$ cat config.mk
export PLATFORM = sky130hd
export DESIGN_NAME = cnn_layer_sequencer
export DESIGN_NICKNAME = d
export VERILOG_FILES = /design/src/rtl/cnn_layer_sequencer_pkg.sv /design/src/rtl/cnn_layer_sequencer_tracker.sv /design/src/rtl/cnn_layer_sequencer.sv
export SDC_FILE = /design/constraint.sdc
export NUM_CORES = 1
export LEC_CHECK = 0
export BUFFER_PORTS_ARGS = -buffer_cell sky130_fd_sc_hd__clkbuf_2
export CORE_UTILIZATION = 43
export CTS_CLUSTER_DIAMETER = 60
export DETAILED_ROUTE_END_ITERATION = 7
export SLEW_MARGIN = 20
export SYNTH_ARGS = -nofsm -noshare
export SYNTH_HDL_FRONTEND = slang
export SYNTH_HIERARCHICAL = 1
export SYNTH_SLANG_ARGS = --single-unit
$ cat constraint.sdc
create_clock -name clk -period 4.08 [get_ports clk]
set_input_delay 0.408 -clock clk [delete_from_list [all_inputs] [get_ports clk]]
set_output_delay 0.408 -clock clk [all_outputs]
set_load 0.1 [all_outputs]
$ cat src/rtl/cnn_layer_sequencer_pkg.sv
// Shared types and per-layer pass schedule for the CNN layer sequencer.
// Table index is the layer: CONV2, CONV4, FC6, FC7.
package cnn_seq_pkg;

  typedef enum logic [1:0] {
    L_CONV2 = 2'd0,
    L_CONV4 = 2'd1,
    L_FC6   = 2'd2,
    L_FC7   = 2'd3
  } layer_e;

  typedef enum logic [2:0] {
    S_IDLE,
    S_CONV2,
    S_CONV4,
    S_FC6,
    S_FC7,
    S_WAIT_DIGIT,
    S_DONE
  } state_e;

  localparam logic [3:0]  P         [4] = '{4'd1, 4'd8, 4'd4, 4'd1};
  localparam logic [10:0] WT_BASE   [4] = '{11'd0, 11'd9, 11'd1161, 11'd1737};
  localparam logic [10:0] WT_STRIDE [4] = '{11'd9, 11'd144, 11'd144, 11'd0};
  localparam logic [3:0]  BI_BASE   [4] = '{4'd0, 4'd1, 4'd9, 4'd13};

  function automatic logic [10:0] pass_wt_base(layer_e l, logic [3:0] idx);
    return WT_BASE[l] + 11'(idx) * WT_STRIDE[l];
  endfunction

  function automatic logic [3:0] pass_bi_base(layer_e l, logic [3:0] idx);
    return BI_BASE[l] + idx;
  endfunction

endpackage

$ cat src/rtl/cnn_layer_sequencer_tracker.sv
// Per-layer pass bookkeeping: passes issued, passes in flight at the receiver,
// sender-idle flag, and the permission to issue the next pass.
module seq_pass_tracker #(
  parameter int MAX_OUTSTANDING = 2
) (
  input  logic       clk,
  input  logic       rst,
  input  logic       clr,
  input  logic       issue,
  input  logic       snd_done,
  input  logic       rcv_done,
  input  logic [3:0] passes,
  output logic       issue_ok,
  output logic [3:0] issued,
  output logic       drained,
  output logic       proto_err
);

  logic [1:0] outstanding;
  logic       sender_idle;
  logic       rcv_ok;
  logic [1:0] out_eff;
  logic       idle_eff;

  // Same-cycle completions count toward issue permission, so a new pass can
  // start on the edge that retires the previous one.
  assign rcv_ok    = rcv_done && (outstanding != 2'd0);
  assign out_eff   = outstanding - 2'(rcv_ok);
  assign idle_eff  = sender_idle || snd_done;
  assign issue_ok  = idle_eff && (issued < passes) && (int'(out_eff) < MAX_OUTSTANDING);
  assign drained   = (issued == passes) && (outstanding == 2'd0) && sender_idle;
  assign proto_err = (rcv_done && (outstanding == 2'd0)) || (snd_done && sender_idle);

  always_ff @(posedge clk or negedge rst) begin
    if (!rst) begin
      issued      <= 4'd0;
      outstanding <= 2'd0;
      sender_idle <= 1'b1;
    end else if (clr) begin
      issued      <= 4'd0;
      outstanding <= 2'd0;
      sender_idle <= 1'b1;
    end else begin
      if (issue) issued <= issued + 4'd1;
      if (issue && !rcv_ok)      outstanding <= outstanding + 2'd1;
      else if (!issue && rcv_ok) outstanding <= outstanding - 2'd1;
      if (issue)         sender_idle <= 1'b0;
      else if (snd_done) sender_idle <= 1'b1;
    end
  end

endmodule

$ cat src/rtl/cnn_layer_sequencer.sv
// Steps one image through CONV2 -> CONV4 -> FC6 -> FC7, issuing sender passes
// with bounded run-ahead, draining between layers, and guarding with a watchdog.
module cnn_layer_sequencer
  import cnn_seq_pkg::*;
#(
  parameter int IMG_PIXELS      = 784,
  parameter int MAX_OUTSTANDING = 2,
  parameter int TIMEOUT         = 65535
) (
  input  logic        clk,
  input  logic        rst,
  input  logic        pixel_i_valid,
  output logic        pixel_i_ready,
  output logic [1:0]  layer_id,
  output logic        pass_start,
  output logic [3:0]  pass_idx,
  output logic [10:0] wt_base,
  output logic [3:0]  bi_base,
  input  logic        snd_done,
  input  logic        rcv_done,
  input  logic        digit_o_valid,
  output logic        busy,
  output logic [15:0] img_cnt,
  output logic        err
);

  localparam int PIX_W = $clog2(IMG_PIXELS + 1);
  localparam int WD_W  = $clog2(TIMEOUT + 1);
  localparam logic [PIX_W-1:0] PIX_LAST = PIX_W'(IMG_PIXELS);
  localparam logic [WD_W-1:0]  WD_LAST  = WD_W'(TIMEOUT - 1);

  state_e           state, next_state, state_d;
  layer_e           cur_layer;
  logic             run_q;
  logic [PIX_W-1:0] pix_cnt;
  logic [WD_W-1:0]  wd_cnt;
  logic             beat, layer_active, layer_exit;
  logic             wd_evt, wd_expire, issue_now;
  logic             issue_ok, drained, proto_err;
  logic [3:0]       issued;

  function automatic layer_e state_layer(state_e s);
    case (s)
      S_CONV4:                     return L_CONV4;
      S_FC6:                       return L_FC6;
      S_FC7, S_WAIT_DIGIT, S_DONE: return L_FC7;
      default:                     return L_CONV2;
    endcase
  endfunction

  assign cur_layer     = state_layer(state);
  assign layer_id      = cur_layer;
  assign busy          = (state != S_IDLE);
  assign layer_active  = (state == S_CONV2) || (state == S_CONV4) ||
                         (state == S_FC6)   || (state == S_FC7);
  // run_q keeps intake closed while reset is held and for the first edge after.
  assign pixel_i_ready = run_q && ((state == S_IDLE) ||
                                   ((state == S_CONV2) && (pix_cnt < PIX_LAST)));
  assign beat          = pixel_i_valid && pixel_i_ready;

  always_comb begin
    next_state = state;
    layer_exit = 1'b0;
    case (state)
      S_IDLE:       if (beat) next_state = S_CONV2;
      S_CONV2:      if (drained && (pix_cnt == PIX_LAST)) begin
                      next_state = S_CONV4;
                      layer_exit = 1'b1;
                    end
      S_CONV4:      if (drained) begin next_state = S_FC6;        layer_exit = 1'b1; end
      S_FC6:        if (drained) begin next_state = S_FC7;        layer_exit = 1'b1; end
      S_FC7:        if (drained) begin next_state = S_WAIT_DIGIT; layer_exit = 1'b1; end
      S_WAIT_DIGIT: if (digit_o_valid) next_state = S_DONE;
      S_DONE:       next_state = S_IDLE;
      default:      next_state = S_IDLE;
    endcase
  end

  assign wd_evt    = beat || snd_done || rcv_done || (next_state != state);
  assign wd_expire = busy && !wd_evt && (wd_cnt == WD_LAST);
  assign state_d   = wd_expire ? S_IDLE : next_state;
  // The first pixel beat launches the single CONV2 pass on the same edge.
  assign issue_now = !wd_expire && (((state == S_IDLE) && beat) || (layer_active && issue_ok));

  seq_pass_tracker #(
    .MAX_OUTSTANDING (MAX_OUTSTANDING)
  ) u_tracker (
    .clk       (clk),
    .rst       (rst),
    .clr       (layer_exit || wd_expire),
    .issue     (issue_now),
    .snd_done  (snd_done),
    .rcv_done  (rcv_done),
    .passes    (P[cur_layer]),
    .issue_ok  (issue_ok),
    .issued    (issued),
    .drained   (drained),
    .proto_err (proto_err)
  );

  always_ff @(posedge clk or negedge rst) begin
    if (!rst) state <= S_IDLE;
    else      state <= state_d;
  end

  always_ff @(posedge clk or negedge rst) begin
    if (!rst) begin
      run_q      <= 1'b0;
      pix_cnt    <= '0;
      wd_cnt     <= '0;
      pass_start <= 1'b0;
      pass_idx   <= 4'd0;
      wt_base    <= 11'd0;
      bi_base    <= 4'd0;
      img_cnt    <= 16'd0;
      err        <= 1'b0;
    end else begin
      run_q      <= 1'b1;
      pass_start <= issue_now;
      if (issue_now) begin
        pass_idx <= issued;
        wt_base  <= pass_wt_base(cur_layer, issued);
        bi_base  <= pass_bi_base(cur_layer, issued);
      end else if (layer_exit) begin
        pass_idx <= 4'd0;
      end
      if (wd_expire || (state == S_DONE)) pix_cnt <= '0;
      else if (beat)                      pix_cnt <= pix_cnt + 1'b1;
      if (!busy || wd_evt || wd_expire) wd_cnt <= '0;
      else                              wd_cnt <= wd_cnt + 1'b1;
      if ((state == S_WAIT_DIGIT) && digit_o_valid) img_cnt <= img_cnt + 16'd1;
      if (wd_expire || proto_err) err <= 1'b1;
    end
  end

endmodule

==> out/results.ini, run 1 <==
[place]
place_area_um2=4850
port_buffers=46
place_hpwl_mm=6.29
gp_congestion=0.795

[setup_path]
slowest_delay_ns=0.44
cp_slowest_cell=dfrtp_1
critPathArrivalTime_ns=4.02
cp-start-kind=flip-flop
critPathKind=flip-flop to flip-flop
cp_cell_sequence=inv_1, nor2_1, nor2_2, clkinvlp_4, ha_4, ha_1, nand3_1, nor4_4, nand2_1, o211a_1, o311ai_2, nor3_1, nand2b_2, a41o_1, nor3_1
critPathBufInv=2
critPathMostFrequentCell=nor3_1
worstSetupEndpointType=flip-flop
crit_fanout=7
required_ns=4.36
cp_top_family=simple AND/OR/NAND/NOR gates

[logic_synthesis]
yosys_register_bits=74
synthFlopType=dfrtp_1
seq_area_frac_synth=0.423
syn_inst=434
avgSynthCellArea_um2=10.1
ys_warn_count=6
ys_types=61
synth_edf_count=0
synthArstFlopShare=1.00
synth_fp_nets=480
syn_area_um2=4380

[detailed_routing]
drt_iter0_markers=86
finalWirelength_mm=8.74
maxUsedRoutingLayer=met4
vias=3207
drt_pass1_iterations=4
ant_nets=0
wl_met1_mm=4.28
drc=0
routed_via_density=5.11
routed-wl-met3_um=338
wl_per_cell_um=13.9
wl_met2_mm=3.99

[sta]
hold_viol=0
fin_crit_sh=0.916
slew_violations=0
timing.setup.tns_ns=0
period_needed_ns=3.74
rsz0062_at_grt=no
tightest_slew_ns=0.926
finalSetupViolCount=0
slew_headroom=0.383
fmax_ghz=0.268
skew_ns=0.00904

[power_and_ir_drop]
p_leak_nw=2.46
peakVddDrop_mv=0.524
power_density_nw_per_um2=621

[clocking]
htree_levels=3
insertion_delay_ns=0.36
cts.sinks=74
cts_buffer_depth=2
clk_pin_slew_ns=0.09
numCtsBuffers=9
root_buffer=clkbuf_8
cts_tree=done

[run_status]
status=finished, final reports clean

[grt]
grt_max_degree=75
grt_pass1_wl_mm=15.0
grt_pass1_vias=3097
overflow=0
antenna_found_initial=0
grt_usage=0.187

[final_layout]
area_delta_synth_final_pct=16.1
num_antenna_cells=0
final_common_cell=dfrtp_1
layout-drive-gt1-share=0.215
fillCellCount=972
layout_common_cells=dfrtp_1, nor2_1, clkbuf_2
nNetsFinal=535
post-route-cell-area_um2=5080

[floorplanning]
die_w_um=103
initial_core_util=0.446
die_h_um=103
die_area_um2=10600
core_region_area_um2=9820
io_pins=47
placementRows=36

[hold_path]
hold_class=input port to asynchronous set/reset pin

[run]
maxCapViolCount=0

worst paths after layout:
check                                        start                              endpoint  slack, ns  cells after the start
max in group asynchronous                      rst                wt_base[9]$_DFFE_PN0N_       3.30                      1
hold / removal                                 rst                pix_cnt[0]$_DFFE_PN0P_       0.16                      1
setup / recovery                state[1]$_DFF_PN0_  u_tracker/outstanding[1]$_DFFE_PN0P_       0.34                     15
setup reg to reg                state[1]$_DFF_PN0_  u_tracker/outstanding[1]$_DFFE_PN0P_       0.34                     15
hold reg to reg            img_cnt[15]$_DFFE_PN0P_               img_cnt[15]$_DFFE_PN0P_       0.49                      1
min in group clk                          snd_done     u_tracker/sender_idle$_DFFE_PN1P_       0.41                      3
registers in the layout (all words and copies together) (netlist names), 3 cells and up:
signal            flops
img_cnt              16
wd_cnt               16
wt_base              11
pix_cnt              10
bi_base               4
pass_idx              4
u_tracker/issued      4
state                 3
area by class of cell:
| cell class | instances | area [um^2] | area share |
|---|---|---|---|
| Clock buffer | 10 | 138 | 0.0271 |
| Clock inverter | 6 | 72.6 | 0.0143 |
| Inverter | 21 | 88.8 | 0.0175 |
| Multi-Input combinational cell | 330 | 2480 | 0.488 |
| Sequential cell | 74 | 1850 | 0.365 |
| Tap cell | 133 | 166 | 0.0327 |
| Timing Repair Buffer | 53 | 285 | 0.0561 |
cells in the mapped netlist (all sizes together) (5+ instances only):
library cell,count,share of area
a21oi,13,0.015
a31oi,7,0.010
and2,6,0.0086
and3,9,0.013
buf,5,0.0097
dfrtp,73,0.42
ha,38,0.11
inv,21,0.019
mux2,12,0.036
nand2,44,0.038
nand3,9,0.010
nand4,15,0.021
nor2,50,0.043
nor2b,9,0.013
o21ai,13,0.018
xnor2,25,0.050
xor2,27,0.054
power by group:
| group | internal [mW] | switching [mW] | total (mW) |
|---|---|---|---|
| registers | 0.887 | 0.165 | 1.05 |
| logic | 0.431 | 1.06 | 1.49 |
| clock network | 0.306 | 0.306 | 0.611 |
layer usage:
layer	up-vias	GRT usage
li1	1610	-
met5	-	0
met2	47	0.288
met4	0	0.0683
met3	12	0.0414
met1	1538	0.260
repair_timing:
action,in CTS,in global routing
resized for setup,0,2
setup endpoints to repair,0,2
buffers inserted,0,2
hold buffers,0,0
per-stage QoR:
step                setup slack [ns]   util  power (mW)  cells  hold WS [ns]
finish                         0.344  0.518        3.16    627         0.163
detailed placement             0.248  0.494        2.56    609         0.467
global placement               0.284  0.494        2.54    609         0.457
CTS                            0.217  0.515        3.19    625         0.224
global route                  0.0141  0.518        3.36    627         0.266
floorplan                    -0.0157      -        2.30    434         0.112
cell families after synthesis:
kind of cell    synth area share
simple gates               0.190
flops                      0.423
compound gates            0.0863
xor+xnor                   0.104
fa+ha+maj                  0.118
buf+inv                   0.0317
mux                       0.0452
other cells              0.00172
Power figures use the tool's default switching activity.
==> run 2, diff against run 1 <==
HOLD_SLACK_MARGIN = 0.03   (was default)
SETUP_SLACK_MARGIN = 0.5   (was default)
==> run 2 against run 1 <==
  * Combinational power rose by 12%
  * Clock skew rose by 0.0072 ns
  * Critical endpoint is now wt_base[10]$_DFFE_PN0N_
  * Worst setup slack better by 0.21 ns
  * Sequential share of layout area fell by 2.1 points
  * Routed wire length rose by 3.9%
  * Register-to-register slack gained 0.21 ns
  * Largest cell class unchanged
  * Highest routed layer unchanged
  * Sequential power hardly changed
  * Sequential cell count did not move
==> out/results.ini, run 2 (same netlist as run 1, synthesis figures left out) <==
[run]
maxCapViolCount=0  ; unchanged

[setup_path]
critPathBufInv=3  ; +1
worstReg2RegStart=state[2]$_DFF_PN0_
r2r_slack_ns=0.55  ; +0.21 ns
rr_endpoint=wt_base[10]$_DFFE_PN0N_
crit_start=state[2]$_DFF_PN0_
cp-start-kind=flip-flop
required_ns=4.34  ; -0.02 ns
slowest_delay_ns=0.55  ; +0.11 ns
cp_top_family=adder cells
critPathKind=flip-flop to flip-flop
worstSetupEndpointType=flip-flop
cp_cell_sequence=nor2b_4, nor2_4, clkinvlp_4, ha_4, nor2b_2, ha_2, inv_2, fa_1, inv_2, fa_1, ha_4, a21oi_4, nor2b_2, and3_1, o41ai_2
crit_fanout=6  ; -1
critPathArrivalTime_ns=3.79  ; -0.23 ns
cp_slowest_cell=fa_1
r2r_cells=15  ; unchanged

[detailed_routing]
drc=0  ; unchanged
drt_pass1_iterations=4  ; unchanged
ant_nets=0  ; unchanged
vias=3271  ; +2.0%
drt_iter0_markers=100  ; +16%
wl_per_cell_um=14.1  ; +1.4%
finalWirelength_mm=9.08  ; +3.9%
routed_via_density=5.09  ; -0.54%

[place]
port_buffers=46  ; unchanged
place_hpwl_mm=6.16  ; -2.1%
gp_congestion=0.872  ; +9.8%
place_area_um2=4940  ; +1.9%

[power_and_ir_drop]
p_leak_nw=2.57  ; +4.3%
swShare=0.483  ; -0.00215
p_seq_frac=0.316  ; -0.017
power_frac_clock=0.182  ; -0.012
power_density_nw_per_um2=617  ; -0.55%
internal-power_mw=1.72  ; +6.1%
peakVddDrop_mv=0.502  ; -4.4%
power.switching_mw=1.61  ; +5.2%
comb_power_share=0.502  ; +0.029

[final_layout]
nNetsFinal=551  ; +3.0%
final-seq-area_um2=1860  ; +0.20%
multi_input_area_um2=2640  ; +6.3%
layout-drive-gt1-share=0.284  ; +0.0697
post-route-cell-area_um2=5400  ; +6.2%
layout_common_cells=dfrtp_1, nor2_1, clkbuf_2
largestRegisters=img_cnt: 16 flops, wd_cnt: 16 flops, wt_base: 11 flops
area_delta_synth_final_pct=23.3
final_common_cell=dfrtp_1
fillCellCount=897  ; -7.7%
num_antenna_cells=0  ; unchanged

[sta]
period_needed_ns=3.53  ; -0.208 ns
fmax_ghz=0.283  ; +5.9%
rsz0062_at_grt=yes
slew_headroom=0.370  ; -0.0123
fin_crit_sh=0.865  ; -0.0510
timing.setup.tns_ns=0  ; unchanged
slew_violations=0  ; unchanged
finalSetupViolCount=0  ; unchanged
skew_ns=0.0163  ; +0.00722 ns
hold_viol=0  ; unchanged
tightest_slew_ns=0.945  ; +0.0184 ns

[grt]
overflow=0  ; unchanged
grt_usage=0.180  ; -0.00681
antenna_found_initial=0  ; unchanged
grt_pass1_vias=3121  ; +0.77%
grt_max_degree=75  ; unchanged
grt_pass1_wl_mm=14.7  ; -2.0%

[clocking]
htree_levels=3  ; unchanged
cts_hold_buf=0  ; unchanged
root_buffer=clkbuf_8
insertion_delay_ns=0.36  ; about the same
cts_buffer_depth=2  ; unchanged
clk_pin_slew_ns=0.09  ; about the same
numCtsBuffers=9  ; unchanged
cts_tree=done
cts.sinks=74  ; unchanged

[floorplanning]
die_area_um2=10600  ; unchanged
die_h_um=103  ; unchanged
placementRows=36  ; unchanged
core_region_area_um2=9820  ; unchanged
initial_core_util=0.446  ; unchanged
die_w_um=103  ; unchanged
io_pins=47  ; unchanged

[run_status]
status=finished, final reports clean

[hold_path]
hold_class=input port to asynchronous set/reset pin

run 2: changes by cell type in the layout (fill, tap and decap cells not counted), sizes merged:
cell,before,now
buf,8,22
inv,21,24
clkinv,2,0
bufinv,1,2
clkbuf,55,54
clkinvlp,3,4
run 2: how the worst max path moves through the flow:
stage / endpoint / slack, ns / cells after the start
floorplan: wt_base[9]$_DFFE_PN0N_ / 0.07 / 17
global placement: wt_base[10]$_DFFE_PN0N_ / 0.29 / 15
detailed placement: wt_base[10]$_DFFE_PN0N_ / 0.20 / 15
CTS: wt_base[10]$_DFFE_PN0N_ / 0.47 / 15
global route: wt_base[10]$_DFFE_PN0N_ / 0.41 / 16
finish: wt_base[10]$_DFFE_PN0N_ / 0.55 / 15
run 2: layout make-up:
cell class,instances,share of cell area
Inverter,21,0.0213
Clock inverter,7,0.0153
Tap cell,133,0.0308
Sequential cell,74,0.344
Timing Repair inverter,2,0.00324
Clock buffer,9,0.0229
Multi-Input combinational cell,330,0.488
Timing Repair Buffer,67,0.0746
run 2: power by group through the flow:
stage,clock network (mW),logic (mW),registers [mW]
final,0.606,1.67,1.05
after global routing,0.649,1.79,1.08
after CTS,0.629,1.55,1.06
after detailed placement,0,1.54,1.07
after global placement,0,1.52,1.07
after floorplan,0,0.740,1.60
run 2: through the flow:
step	cells	worst slack, ns	power [mW]	utilization	hold slack (ns)
2_1_floorplan	434	0.0722	2.34	-	0.112
3_3_place_gp	609	0.287	2.59	0.503	0.454
3_5_place_dp	609	0.202	2.61	0.503	0.462
4_1_cts	629	0.473	3.23	0.529	0.219
5_1_grt	643	0.413	3.52	0.550	0.270
6_report	643	0.552	3.33	0.550	0.135
run 2: repair_timing:
action | CTS | global route
resized for setup | 6 | 18
pin swaps | 2 | 16
setup endpoints to repair | 37 | 31
setup buffers | 4 | 12
cloned | 0 | 2
endpoints found under the hold margin | 0 | 0
run 2: worst register-to-register path: stages, from the launching register on:
cell and delay (ns):
dfrtp_2 0.45, nor2b_4 0.16, nor2_4 0.17, clkinvlp_4 0.14
ha_4 0.25, nor2b_2 0.11, ha_2 0.17, inv_2 0.03
fa_1 0.48, inv_2 0.04, fa_1 0.55, ha_4 0.23
a21oi_4 0.14, nor2b_2 0.06, and3_1 0.17, o41ai_2 0.29
run 2: metal layers:
layer,GRT usage,routed length (um),vias to the layer above
met5,0,0,-
met4,0.0758,165,0
met3,0.0380,282,13
met2,0.280,4130,43
met1,0.245,4510,1571
li1,-,-,1644
==> run 3, diff against run 2 <==
CTS_BUF_LIST = sky130_fd_sc_hd__clkbuf_2   (was default)
RECOVER_POWER = 50   (was default)
SETUP_SLACK_MARGIN = default   (was 0.5)
==> run 3 against run 2 <==
  * The run now ends with capacitance limit, slew limit left
  * Register-to-register slack worse by 0.21 ns
  * Die area stayed put
  * Core utilization is 4.2 points lower
  * Total power fell by 11%
  * Cell area shrank 7.6%
  * Fmax down 5.6%
  * Critical path type unchanged
  * Largest cell class unchanged
  * Highest routed layer unchanged
==> out/results.ini, run 3 (same netlist as run 1, synthesis figures left out) <==
[run_status]
violations=capacitance limit, slew limit
status=complete, but fails checks

[setup_path]
critPathKind=flip-flop to flip-flop
rr_endpoint=wt_base[10]$_DFFE_PN0N_
required_ns=4.53  ; +0.19 ns
worstReg2RegStart=state[2]$_DFF_PN0_
r2r_slack_ns=0.34  ; -0.21 ns
crit_fanout=6  ; unchanged
worstSetupEndpointType=flip-flop
critPathArrivalTime_ns=4.18  ; +0.39 ns
cp-start-kind=flip-flop
r2r_cells=15  ; unchanged

[detailed_routing]
wl_per_cell_um=13.8  ; -2.1%
ant_nets=0  ; unchanged
drt_pass1_iterations=4  ; unchanged
vias=3212  ; -1.8%
drc=0  ; unchanged
drt_iter0_markers=131  ; +31%
routed_via_density=5.11  ; +0.54%
finalWirelength_mm=8.69  ; -4.3%

[place]
port_buffers=46  ; unchanged
dp_slack_ns=0.248  ; +0.0455 ns
place_hpwl_mm=6.29  ; +2.2%
dpl.cell_count=609  ; unchanged
place_area_um2=4850  ; -1.8%
gp_congestion=0.795  ; -8.9%

[clocking]
numCtsBuffers=9  ; unchanged
cts_buffer_depth=2  ; unchanged
cts_tree=done
htree_levels=3  ; unchanged
cts.sinks=74  ; unchanged
insertion_delay_ns=0.52  ; +0.16 ns
clk_pin_slew_ns=0.23  ; +0.14 ns
root_buffer=clkbuf_2

[final_layout]
num_antenna_cells=0  ; unchanged
layout-drive-gt1-share=0.182  ; -0.102
postLayoutCoreUtil=0.508  ; -0.0417
fillCellCount=990  ; +10%
final_cells=628  ; -2.3%
post-route-cell-area_um2=4990  ; -7.6%
area_delta_synth_final_pct=14.0
nNetsFinal=536  ; -2.7%
layout_common_cells=dfrtp_1, nor2_1, nand2_1
final_common_cell=dfrtp_1
largestRegisters=img_cnt: 16 flops, wd_cnt: 16 flops, wt_base: 11 flops

[grt]
grt_usage=0.181  ; +0.000394
antenna_found_initial=0  ; unchanged
grt_max_degree=75  ; unchanged
grt_pass1_vias=3107  ; -0.45%
overflow=0  ; unchanged
grt_pass1_wl_mm=14.7  ; -0.19%

[sta]
fmax_ghz=0.268  ; -5.6%
hold_viol=0  ; unchanged
slew_violations=75  ; +75
period_needed_ns=3.74  ; +0.210 ns
rsz0062_at_grt=no
tightest_slew_ns=1.83  ; +0.887 ns
fin_ws_ns=0.342  ; -0.210 ns
fin_crit_sh=0.916  ; +0.0516
slew_headroom=-0.221  ; -0.591
finalSetupViolCount=0  ; unchanged
whs_ns=0.221  ; +0.0858 ns
skew_ns=0.0253  ; +0.00908 ns
timing.setup.tns_ns=0  ; unchanged

[power_and_ir_drop]
finalPower_mw=2.96  ; -11%
p_leak_nw=2.38  ; -7.2%
peakVddDrop_mv=0.516  ; +2.9%
power_density_nw_per_um2=593  ; -3.9%

[hold_path]
hold_class=input port to flip-flop
hold_path_end=u_tracker/sender_idle$_DFFE_PN1P_
hold_depth=3
min_from=snd_done

[floorplanning]
io_pins=47  ; unchanged
die_area_um2=10600  ; unchanged
placementRows=36  ; unchanged
initial_core_util=0.446  ; unchanged
die_w_um=103  ; unchanged
core_region_area_um2=9820  ; unchanged
die_h_um=103  ; unchanged

[run]
maxCapViolCount=1  ; +1

run 3: report_power, final:
group | total [mW] | switching (mW) | leakage, nW | internal, mW
combinational | 1.48 | 1.06 | 1.35 | 0.419
clock | 0.433 | 0.286 | 0.0705 | 0.146
sequential | 1.05 | 0.164 | 0.968 | 0.886
total | 2.96 | 1.51 | 2.38 | 1.45
run 3: area by class of cell:
| cell class | instances | area, um^2 | share of cell area |
|---|---|---|---|
| timing repair buffer | 54 | 272 | 0.0544 |
| multi-input combinational | 330 | 2490 | 0.499 |
| clock inverter | 7 | 76.3 | 0.0153 |
| clock buffer | 9 | 45.0 | 0.00902 |
| tap | 133 | 166 | 0.0333 |
| inverter | 21 | 88.8 | 0.0178 |
| sequential | 74 | 1850 | 0.371 |
run 3: worst max-delay path by stage:
stage | start | to | slack (ns) | cells after the start
2_1_floorplan | state[0]$_DFF_PN0_ | u_tracker/issued[3]$_DFFE_PN0P_ | -0.02 | 19
3_3_place_gp | state[2]$_DFF_PN0_ | u_tracker/outstanding[1]$_DFFE_PN0P_ | 0.28 | 14
3_5_place_dp | state[2]$_DFF_PN0_ | u_tracker/outstanding[1]$_DFFE_PN0P_ | 0.25 | 14
4_1_cts | state[2]$_DFF_PN0_ | u_tracker/outstanding[1]$_DFFE_PN0P_ | 0.20 | 14
5_1_grt | state[2]$_DFF_PN0_ | u_tracker/outstanding[1]$_DFFE_PN0P_ | 0.06 | 14
6_report | state[2]$_DFF_PN0_ | wt_base[10]$_DFFE_PN0N_ | 0.34 | 15
run 3: worst max-delay path: stages, from the launching register on:
cell and delay [ns]:
dfrtp_1 0.44, nor2b_1 0.17, nor2_2 0.25, clkinvlp_4 0.19
ha_4 0.28, nor2b_1 0.14, ha_1 0.26, ha_1 0.30
ha_1 0.28, ha_1 0.37, nand3_1 0.10, o2111ai_1 0.23
a21oi_2 0.10, nor2b_1 0.15, nor4_1 0.07, o41ai_1 0.33
run 3: layer usage:
layer | global-route usage | vias up | wire [um]
li1 | - | 1617 | -
met1 | 0.252 | 1539 | 4320
met2 | 0.283 | 48 | 3960
met3 | 0.0393 | 8 | 307
met4 | 0.0542 | 0 | 95
met5 | 0 | - | 0
run 3: timing repair:
item                                    CTS  global route
buffers inserted                          0             2
hold endpoints to repair                 73             0
endpoints found under the setup margin    0             2
resized for setup                         0             3
hold buffers                              1             0
